**src/rtl/mrd_sched_pkg.sv**
```systemverilog
// Shared types and constants for the mixed-radix DFT stage scheduler:
// FSM state encoding, radix codes, default sizing and the stage command entry.
package mrd_sched_pkg;

    localparam int MAX_STAGES_DEF = 12;
    localparam int PTS_W_DEF      = 12;

    // Radix codes are the radix values themselves so they can feed the
    // span multiplier and the stage command without translation.
    typedef logic [2:0] radix_t;

    localparam radix_t RDX_NONE = 3'd0;
    localparam radix_t RDX2     = 3'd2;
    localparam radix_t RDX3     = 3'd3;
    localparam radix_t RDX4     = 3'd4;
    localparam radix_t RDX5     = 3'd5;

    typedef enum logic [2:0] {
        ST_IDLE,
        ST_FACTOR,
        ST_LOAD,
        ST_STG_ISSUE,
        ST_STG_WAIT,
        ST_OUT_ISSUE,
        ST_OUT_WAIT
    } sched_state_t;

    // One butterfly stage command as presented to memory / radix core.
    typedef struct packed {
        radix_t     radix;
        logic [3:0] idx;
        logic       last;
    } stage_entry_t;

endpackage

```
**src/rtl/mrd_factorizer.sv**
```systemverilog
// Iterative point-count factorizer: peels one radix per cycle off the residue
// and appends it to a stage list that the scheduler reads back by index.
// Build option: MRD_SCHED_RDX4_EN enables radix 4 (tried before radix 2);
// without it the priority is 2, 3, 5 and radix 4 is never produced.
module mrd_factorizer
    import mrd_sched_pkg::*;
#(
    parameter int PTS_W      = PTS_W_DEF,
    parameter int MAX_STAGES = MAX_STAGES_DEF
) (
    input  logic             clk,
    input  logic             rst,
    input  logic             i_start,
    input  logic [PTS_W-1:0] i_pts,
    input  logic [3:0]       i_rd_idx,
    output logic             o_done,
    output logic             o_err,
    output logic [3:0]       o_count,
    output radix_t           o_rd_radix
);

    localparam logic [3:0]       MAX_CNT = 4'(MAX_STAGES);
    localparam logic [PTS_W-1:0] ONE     = PTS_W'(1);
    localparam logic [PTS_W-1:0] TWO     = PTS_W'(2);

    logic [PTS_W-1:0] r_n;
    logic [3:0]       r_count;
    logic             r_active;
    logic             r_bad;
    radix_t           r_list [MAX_STAGES];

    radix_t           w_radix;
    logic [PTS_W-1:0] w_quot;

    // Pick the next radix; later assignments win, giving priority 4, 2, 3, 5.
    always_comb begin
        w_radix = RDX_NONE;
        if ((r_n % PTS_W'(5)) == '0) w_radix = RDX5;
        if ((r_n % PTS_W'(3)) == '0) w_radix = RDX3;
        if (r_n[0] == 1'b0)          w_radix = RDX2;
`ifdef MRD_SCHED_RDX4_EN
        if (r_n[1:0] == 2'b00)       w_radix = RDX4;
`endif
    end

    // Divide the residue by the chosen radix (constant divisors only).
    always_comb begin
        case (w_radix)
            RDX2:    w_quot = r_n >> 1;
            RDX3:    w_quot = r_n / PTS_W'(3);
            RDX4:    w_quot = r_n >> 2;
            RDX5:    w_quot = r_n / PTS_W'(5);
            default: w_quot = r_n;
        endcase
    end

    // A point count below 2 is rejected outright; otherwise the run ends when
    // the residue reaches 1, or fails on an unusable prime or a full list.
    assign o_done = r_active && !r_bad && (r_n == ONE);
    assign o_err  = r_active && (r_bad ||
                    ((r_n != ONE) && ((r_count == MAX_CNT) || (w_radix == RDX_NONE))));

    // Residue, stage count and stage list update: one factor per cycle while active.
    always_ff @(posedge clk or posedge rst) begin
        if (rst) begin
            r_n      <= '0;
            r_count  <= '0;
            r_active <= 1'b0;
            r_bad    <= 1'b0;
            for (int i = 0; i < MAX_STAGES; i++) begin
                r_list[i] <= RDX_NONE;
            end
        end else if (i_start) begin
            r_n      <= i_pts;
            r_count  <= '0;
            r_active <= 1'b1;
            r_bad    <= (i_pts < TWO);
        end else if (r_active) begin
            if (o_done || o_err) begin
                r_active <= 1'b0;
            end else begin
                r_list[r_count] <= w_radix;
                r_n             <= w_quot;
                r_count         <= r_count + 4'd1;
            end
        end
    end

    assign o_count    = r_count;
    assign o_rd_radix = (i_rd_idx < MAX_CNT) ? r_list[i_rd_idx] : RDX_NONE;

endmodule

```
**src/rtl/mrd_stage_sched.sv**
```systemverilog
// Stage scheduler for the mixed-radix DFT engine: accepts a frame at SOP,
// factors its point count, then walks memory and radix core through load,
// every butterfly stage and unload using valid/ready commands and done pulses.
// Build option: MRD_SCHED_RDX4_EN (passed through to mrd_factorizer).
module mrd_stage_sched
    import mrd_sched_pkg::*;
#(
    parameter int MAX_STAGES = MAX_STAGES_DEF,
    parameter int PTS_W      = PTS_W_DEF
) (
    input  logic             clk,
    input  logic             rst,
    input  logic             sop_in,
    input  logic [PTS_W-1:0] dftpts_in,
    input  logic             inverse_in,
    input  logic             in_done,
    output logic             stg_valid,
    input  logic             stg_ready,
    output logic [2:0]       stg_radix,
    output logic [3:0]       stg_idx,
    output logic [PTS_W-1:0] stg_span,
    output logic             stg_last,
    input  logic             stg_done,
    output logic             out_valid,
    input  logic             out_ready,
    input  logic             out_done,
    output logic [PTS_W-1:0] cur_pts,
    output logic             cur_inverse,
    output logic             busy,
    output logic             frame_done,
    output logic             cfg_err,
    output logic             sop_drop
);

    localparam logic [PTS_W-1:0] ONE = PTS_W'(1);

    sched_state_t     r_state;
    logic [PTS_W-1:0] r_pts;
    logic             r_inv;
    logic             r_in_seen;
    logic [3:0]       r_idx;
    logic [PTS_W-1:0] r_span;
    logic             r_frame_done;
    logic             r_cfg_err;
    logic             r_sop_drop;

    sched_state_t     w_next;
    logic             w_sop_accept;
    logic             w_stg_complete;
    logic             w_out_complete;
    logic             w_fact_err;
    logic             w_done;
    logic             w_err;
    logic [3:0]       w_count;
    radix_t           w_rd_radix;
    logic [3:0]       w_idx_inc;
    stage_entry_t     w_cmd;

    mrd_factorizer #(
        .PTS_W      (PTS_W),
        .MAX_STAGES (MAX_STAGES)
    ) u_factorizer (
        .clk        (clk),
        .rst        (rst),
        .i_start    (w_sop_accept),
        .i_pts      (dftpts_in),
        .i_rd_idx   (r_idx),
        .o_done     (w_done),
        .o_err      (w_err),
        .o_count    (w_count),
        .o_rd_radix (w_rd_radix)
    );

    assign w_idx_inc = r_idx + 4'd1;

    // Frame sequencing: next state plus the single-cycle events it produces.
    always_comb begin
        w_next         = r_state;
        w_sop_accept   = 1'b0;
        w_stg_complete = 1'b0;
        w_out_complete = 1'b0;
        w_fact_err     = 1'b0;
        case (r_state)
            ST_IDLE: begin
                if (sop_in) begin
                    w_sop_accept = 1'b1;
                    w_next       = ST_FACTOR;
                end
            end
            ST_FACTOR: begin
                if (w_err) begin
                    w_fact_err = 1'b1;
                    w_next     = ST_IDLE;
                end else if (w_done) begin
                    w_next = ST_LOAD;
                end
            end
            ST_LOAD: begin
                if (in_done || r_in_seen) w_next = ST_STG_ISSUE;
            end
            ST_STG_ISSUE: begin
                if (stg_ready) w_next = ST_STG_WAIT;
            end
            ST_STG_WAIT: begin
                if (stg_done) begin
                    w_stg_complete = 1'b1;
                    w_next         = (w_idx_inc == w_count) ? ST_OUT_ISSUE : ST_STG_ISSUE;
                end
            end
            ST_OUT_ISSUE: begin
                if (out_ready) w_next = ST_OUT_WAIT;
            end
            ST_OUT_WAIT: begin
                if (out_done) begin
                    w_out_complete = 1'b1;
                    w_next         = ST_IDLE;
                end
            end
            default: w_next = ST_IDLE;
        endcase
    end

    // State register.
    always_ff @(posedge clk or posedge rst) begin
        if (rst) begin
            r_state <= ST_IDLE;
        end else begin
            r_state <= w_next;
        end
    end

    // Frame context, early in_done latch, stage index/span accumulator and status pulses.
    always_ff @(posedge clk or posedge rst) begin
        if (rst) begin
            r_pts        <= '0;
            r_inv        <= 1'b0;
            r_in_seen    <= 1'b0;
            r_idx        <= '0;
            r_span       <= '0;
            r_frame_done <= 1'b0;
            r_cfg_err    <= 1'b0;
            r_sop_drop   <= 1'b0;
        end else begin
            r_frame_done <= w_out_complete;
            r_cfg_err    <= w_fact_err;
            r_sop_drop   <= sop_in && (r_state != ST_IDLE);
            if (w_sop_accept) begin
                r_pts     <= dftpts_in;
                r_inv     <= inverse_in;
                r_in_seen <= 1'b0;
                r_idx     <= '0;
                r_span    <= ONE;
            end else begin
                if ((r_state == ST_FACTOR) && in_done) r_in_seen <= 1'b1;
                if (w_stg_complete) begin
                    r_span <= r_span * PTS_W'(w_rd_radix);
                    r_idx  <= w_idx_inc;
                end
            end
        end
    end

    // Stage command fields are forced to zero whenever no command is offered.
    always_comb begin
        w_cmd = '0;
        if (r_state == ST_STG_ISSUE) begin
            w_cmd.radix = w_rd_radix;
            w_cmd.idx   = r_idx;
            w_cmd.last  = (w_idx_inc == w_count);
        end
    end

    assign stg_valid   = (r_state == ST_STG_ISSUE);
    assign stg_radix   = w_cmd.radix;
    assign stg_idx     = w_cmd.idx;
    assign stg_last    = w_cmd.last;
    assign stg_span    = stg_valid ? r_span : '0;
    assign out_valid   = (r_state == ST_OUT_ISSUE);
    assign busy        = (r_state != ST_IDLE);
    assign cur_pts     = r_pts;
    assign cur_inverse = r_inv;
    assign frame_done  = r_frame_done;
    assign cfg_err     = r_cfg_err;
    assign sop_drop    = r_sop_drop;

endmodule

```
**config.mk**
```make
export PLATFORM = sky130hd
export DESIGN_NAME = mrd_stage_sched
export DESIGN_NICKNAME = d
export VERILOG_FILES = /design/src/rtl/mrd_sched_pkg.sv /design/src/rtl/mrd_factorizer.sv /design/src/rtl/mrd_stage_sched.sv
export SDC_FILE = /design/constraint.sdc
export NUM_CORES = 1
export LEC_CHECK = 0
export BUFFER_PORTS_ARGS = -buffer_cell sky130_fd_sc_hd__buf_2
export CAP_MARGIN = 20
export CORE_MARGIN = 3
export CORE_UTILIZATION = 61
export CTS_BUF_LIST = sky130_fd_sc_hd__clkbuf_8
export DETAILED_ROUTE_END_ITERATION = 6
export GPL_TIMING_DRIVEN = 0
export PLACE_DENSITY = 0.8
export SLEW_MARGIN = 10
export SYNTH_ARGS = -nofsm -noshare
export SYNTH_HDL_FRONTEND = slang
export SYNTH_SLANG_ARGS = --single-unit
```
**constraint.sdc**
```tcl
create_clock -name clk -period 36.4 [get_ports clk]
set_input_delay 7.28 -clock clk [delete_from_list [all_inputs] [get_ports clk]]
set_output_delay 7.28 -clock clk [all_outputs]
set_load 0.02 [all_outputs]
```
==> results.md <==
- Final nets: 1292
- ANT nets after route: 0
- Inserted Diodes: 0
- I/O pins: 60
- Num rows: 44
- Placed inst area: 0.00987 sq mm
- Crit path capture type: flip-flop
- Routed length per placed instance: 18.2 microns
- Clk_skew: 0.0104 ns
- Initial antenna violation count: 0
- DRT Pass-1 Iters: 5
- Slew HR: 0.414
- Syn nets: 1220
- EDFF count, synth: 0
- Core area: 0.0148 sq mm
- Resize count post-CTS: 0
- Met1 Use GR: 0.447
- Gr usage total: 0.304
- Most frequent cells in the layout: nand2_1 (153), nor2_1 (93), dfrtp_1 (90)
- Fraction of layout cells with a size suffix above 1: 0.147
- Number of max-cap violations: 0
- Post-DP HPWL: 19600 microns
- Total gr overflow: 0
- Cell Area, Synth: 0.00931 sq mm
- Htree depth: 3
- Busiest layer in global routing: met2
- Netlist cell types: 106
- Reg clk slew, reported paths: 0.09 ns
- Die height: 130 microns
- Final Cell Area: 0.0101 sq mm
- Max stage delay on crit path: 0.62 ns
- Number of global-route vias before repair: 8372
- Yosys reg bits: 90
- Crit path time final: 24.81 ns
- Sum Neg Setup Slack: 0 ns
- 1st-iter DRT viols: 1000
- Met3 Usage GRT: 0.0474
- Worst-Margin Slew: 0.873 ns
- Setup Crit Path Kind: reg -> reg
- Post-CTS setup buffer count: 0
- Setup-failing EPs final: 0
- Crit-path max FO: 14
- Fmax: 0.0403 GHz
- Hold crit path type: reg -> reg
- CP arrival: 25.04 ns
- Clock Path Buffers: 2
- Layout area overhead: 8.05%
- GP Congestion: 0.937
- Clock Tree Root: clkbuf_8
- Mean Syn Cell Area: 8.13 sq um
- First-pass GRT wire length: 41600 microns
- Required time of the critical path: 36.64 ns
- Ys async rst share: 1.00
- Clk Latency, worst-skew pair: 0.37 ns
- Starting density of the core: 0.631
- RSZ-0062 raised after global routing: no
- Width of the die: 130 microns
- Hold Fails Final Rpt: 0
- Vias post-DR: 9127
- CTS sink cnt: 90
- CP startpoint kind: flip-flop
- Die area: 0.0168 sq mm
- CTS tree: built
- Slew Limit Fails: 0
- Final Cycle Share: 0.682
- Util after Layout: 0.682
- Post-synthesis cell count: 1146
- Post-synthesis sequential area ratio: 0.242
- CP dominant cell by count: ha_1
- Ys Warns: 0
- GRT met2 Usage: 0.474
- Most common cell after layout, fill and taps aside: nand2_1
- Pin count of the biggest net entering global routing: 47
- Port bufs: 59
- Primary FF master, synth: dfrtp_1
- Status: complete, no violations
- Via/cell ratio: 6.49
- Overall routed net length: 25600 microns
- Hold buffer count at CTS: 0
- Crit-path slowest cell: nor3_4
- DRC Markers: 0
- CTS Buf Count: 9
-- flip-flops by register name (all words and copies together) (netlist names), 3 cells and up --
| register | cells |
|---|---|
| u_factorizer.r_list | 36 |
| cur_pts | 12 |
| r_span | 12 |
| u_factorizer.r_n | 12 |
| r_idx | 4 |
| u_factorizer.o_count | 4 |
| r_state | 3 |
-- area by class of cell --
type | count | area, sq um
Buffer | 64 | 273
Clock buffer | 10 | 138
Clock inverter | 6 | 41.3
Fill cell | 1246 | 4690
Inverter | 53 | 201
Multi-Input combinational cell | 939 | 6590
Sequential cell | 90 | 2250
Tap cell | 184 | 230
Timing Repair Buffer | 61 | 338
-- layer usage --
metal	vias to the layer above	routed length, microns	part of all wire
met1	4354	11600	0.45
li1	4330	-	-
met3	38	2110	0.082
met2	405	11500	0.45
met4	0	393	0.015
met5	-	0	0
-- critical path, delay by kind of cell (launching register included) --
| kind | cells | cell delay, ns |
|---|---|---|
| buffers and inverters | 9 | 1.89 |
| AND/OR/NAND/NOR | 30 | 6.82 |
| flip-flops | 1 | 0.51 |
| AO/OA/AOI/OAI | 39 | 9.58 |
| XOR/XNOR | 9 | 1.90 |
| adder cells (fa/ha/maj) | 13 | 3.91 |
-- metrics by stage --
step | setup slack [ns] | hold slack, ns | std cells
floorplan | 16.16 | 0.445 | 1146
finish | 11.59 | 0.483 | 1407
detailed placement | 12.23 | 0.459 | 1390
global route | 9.78 | 0.518 | 1407
global placement | 12.66 | 0.456 | 1389
CTS | 12.08 | 0.487 | 1406
-- cells by family (layout without fill, tap and decap cells) --
group	Yosys count	in the layout	synth area share
DFF	90	90	0.242
xor gates and xnor gates	59	59	0.0555
muxes	53	53	0.0771
adders and majority gates	53	53	0.0801
buffers and inverters	117	194	0.0507
and+or+nand+nor	467	467	0.255
AOI/OAI and AO/OA	307	307	0.240
-- path summary, 6_finish.rpt --
kind / start / cells past startpoint / slack [ns] / end
worst max-delay path: u_factorizer.r_n[10] / 100 / 11.59 / u_factorizer.r_n[0]
worst min register to register: cur_pts[8] / 2 / 0.48 / cur_pts[8]
worst max register to register: u_factorizer.r_n[10] / 100 / 11.59 / u_factorizer.r_n[0]
worst min-delay path: cur_pts[8] / 2 / 0.48 / cur_pts[8]
max in group asynchronous: rst / 3 / 28.82 / r_span[3]
min in group asynchronous: rst / 2 / 6.96 / u_factorizer.r_list[29]
-- cell usage after synthesis (all sizes together) (8+ instances only) --
master / number / area [sq um]
fa: 11 / 220
nand4: 11 / 75.1
ha: 42 / 526
nor4: 17 / 134
a211oi: 22 / 190
o211ai: 10 / 75.1
a21o: 20 / 150
buf: 23 / 119
nor2b: 10 / 70.1
xnor2: 36 / 315
nand2: 153 / 574
dfrtp: 90 / 2250
o22ai: 11 / 68.8
nor2: 95 / 362
clkbuf: 41 / 154
and2: 36 / 225
o21ai: 62 / 318
mux4: 10 / 225
a22oi: 10 / 85.1
nand3: 43 / 215
mux2: 28 / 327
a21oi: 68 / 352
or3: 11 / 68.8
or2: 12 / 75.1
mux2i: 15 / 166
xor2: 23 / 201
inv: 51 / 191
o21a: 12 / 90.1
o21bai: 8 / 60.1
nor3: 28 / 168
and3: 10 / 62.6
Power is not shown: default switching activity piles up to over one toggle a cycle in this logic, so the estimate is an artifact.
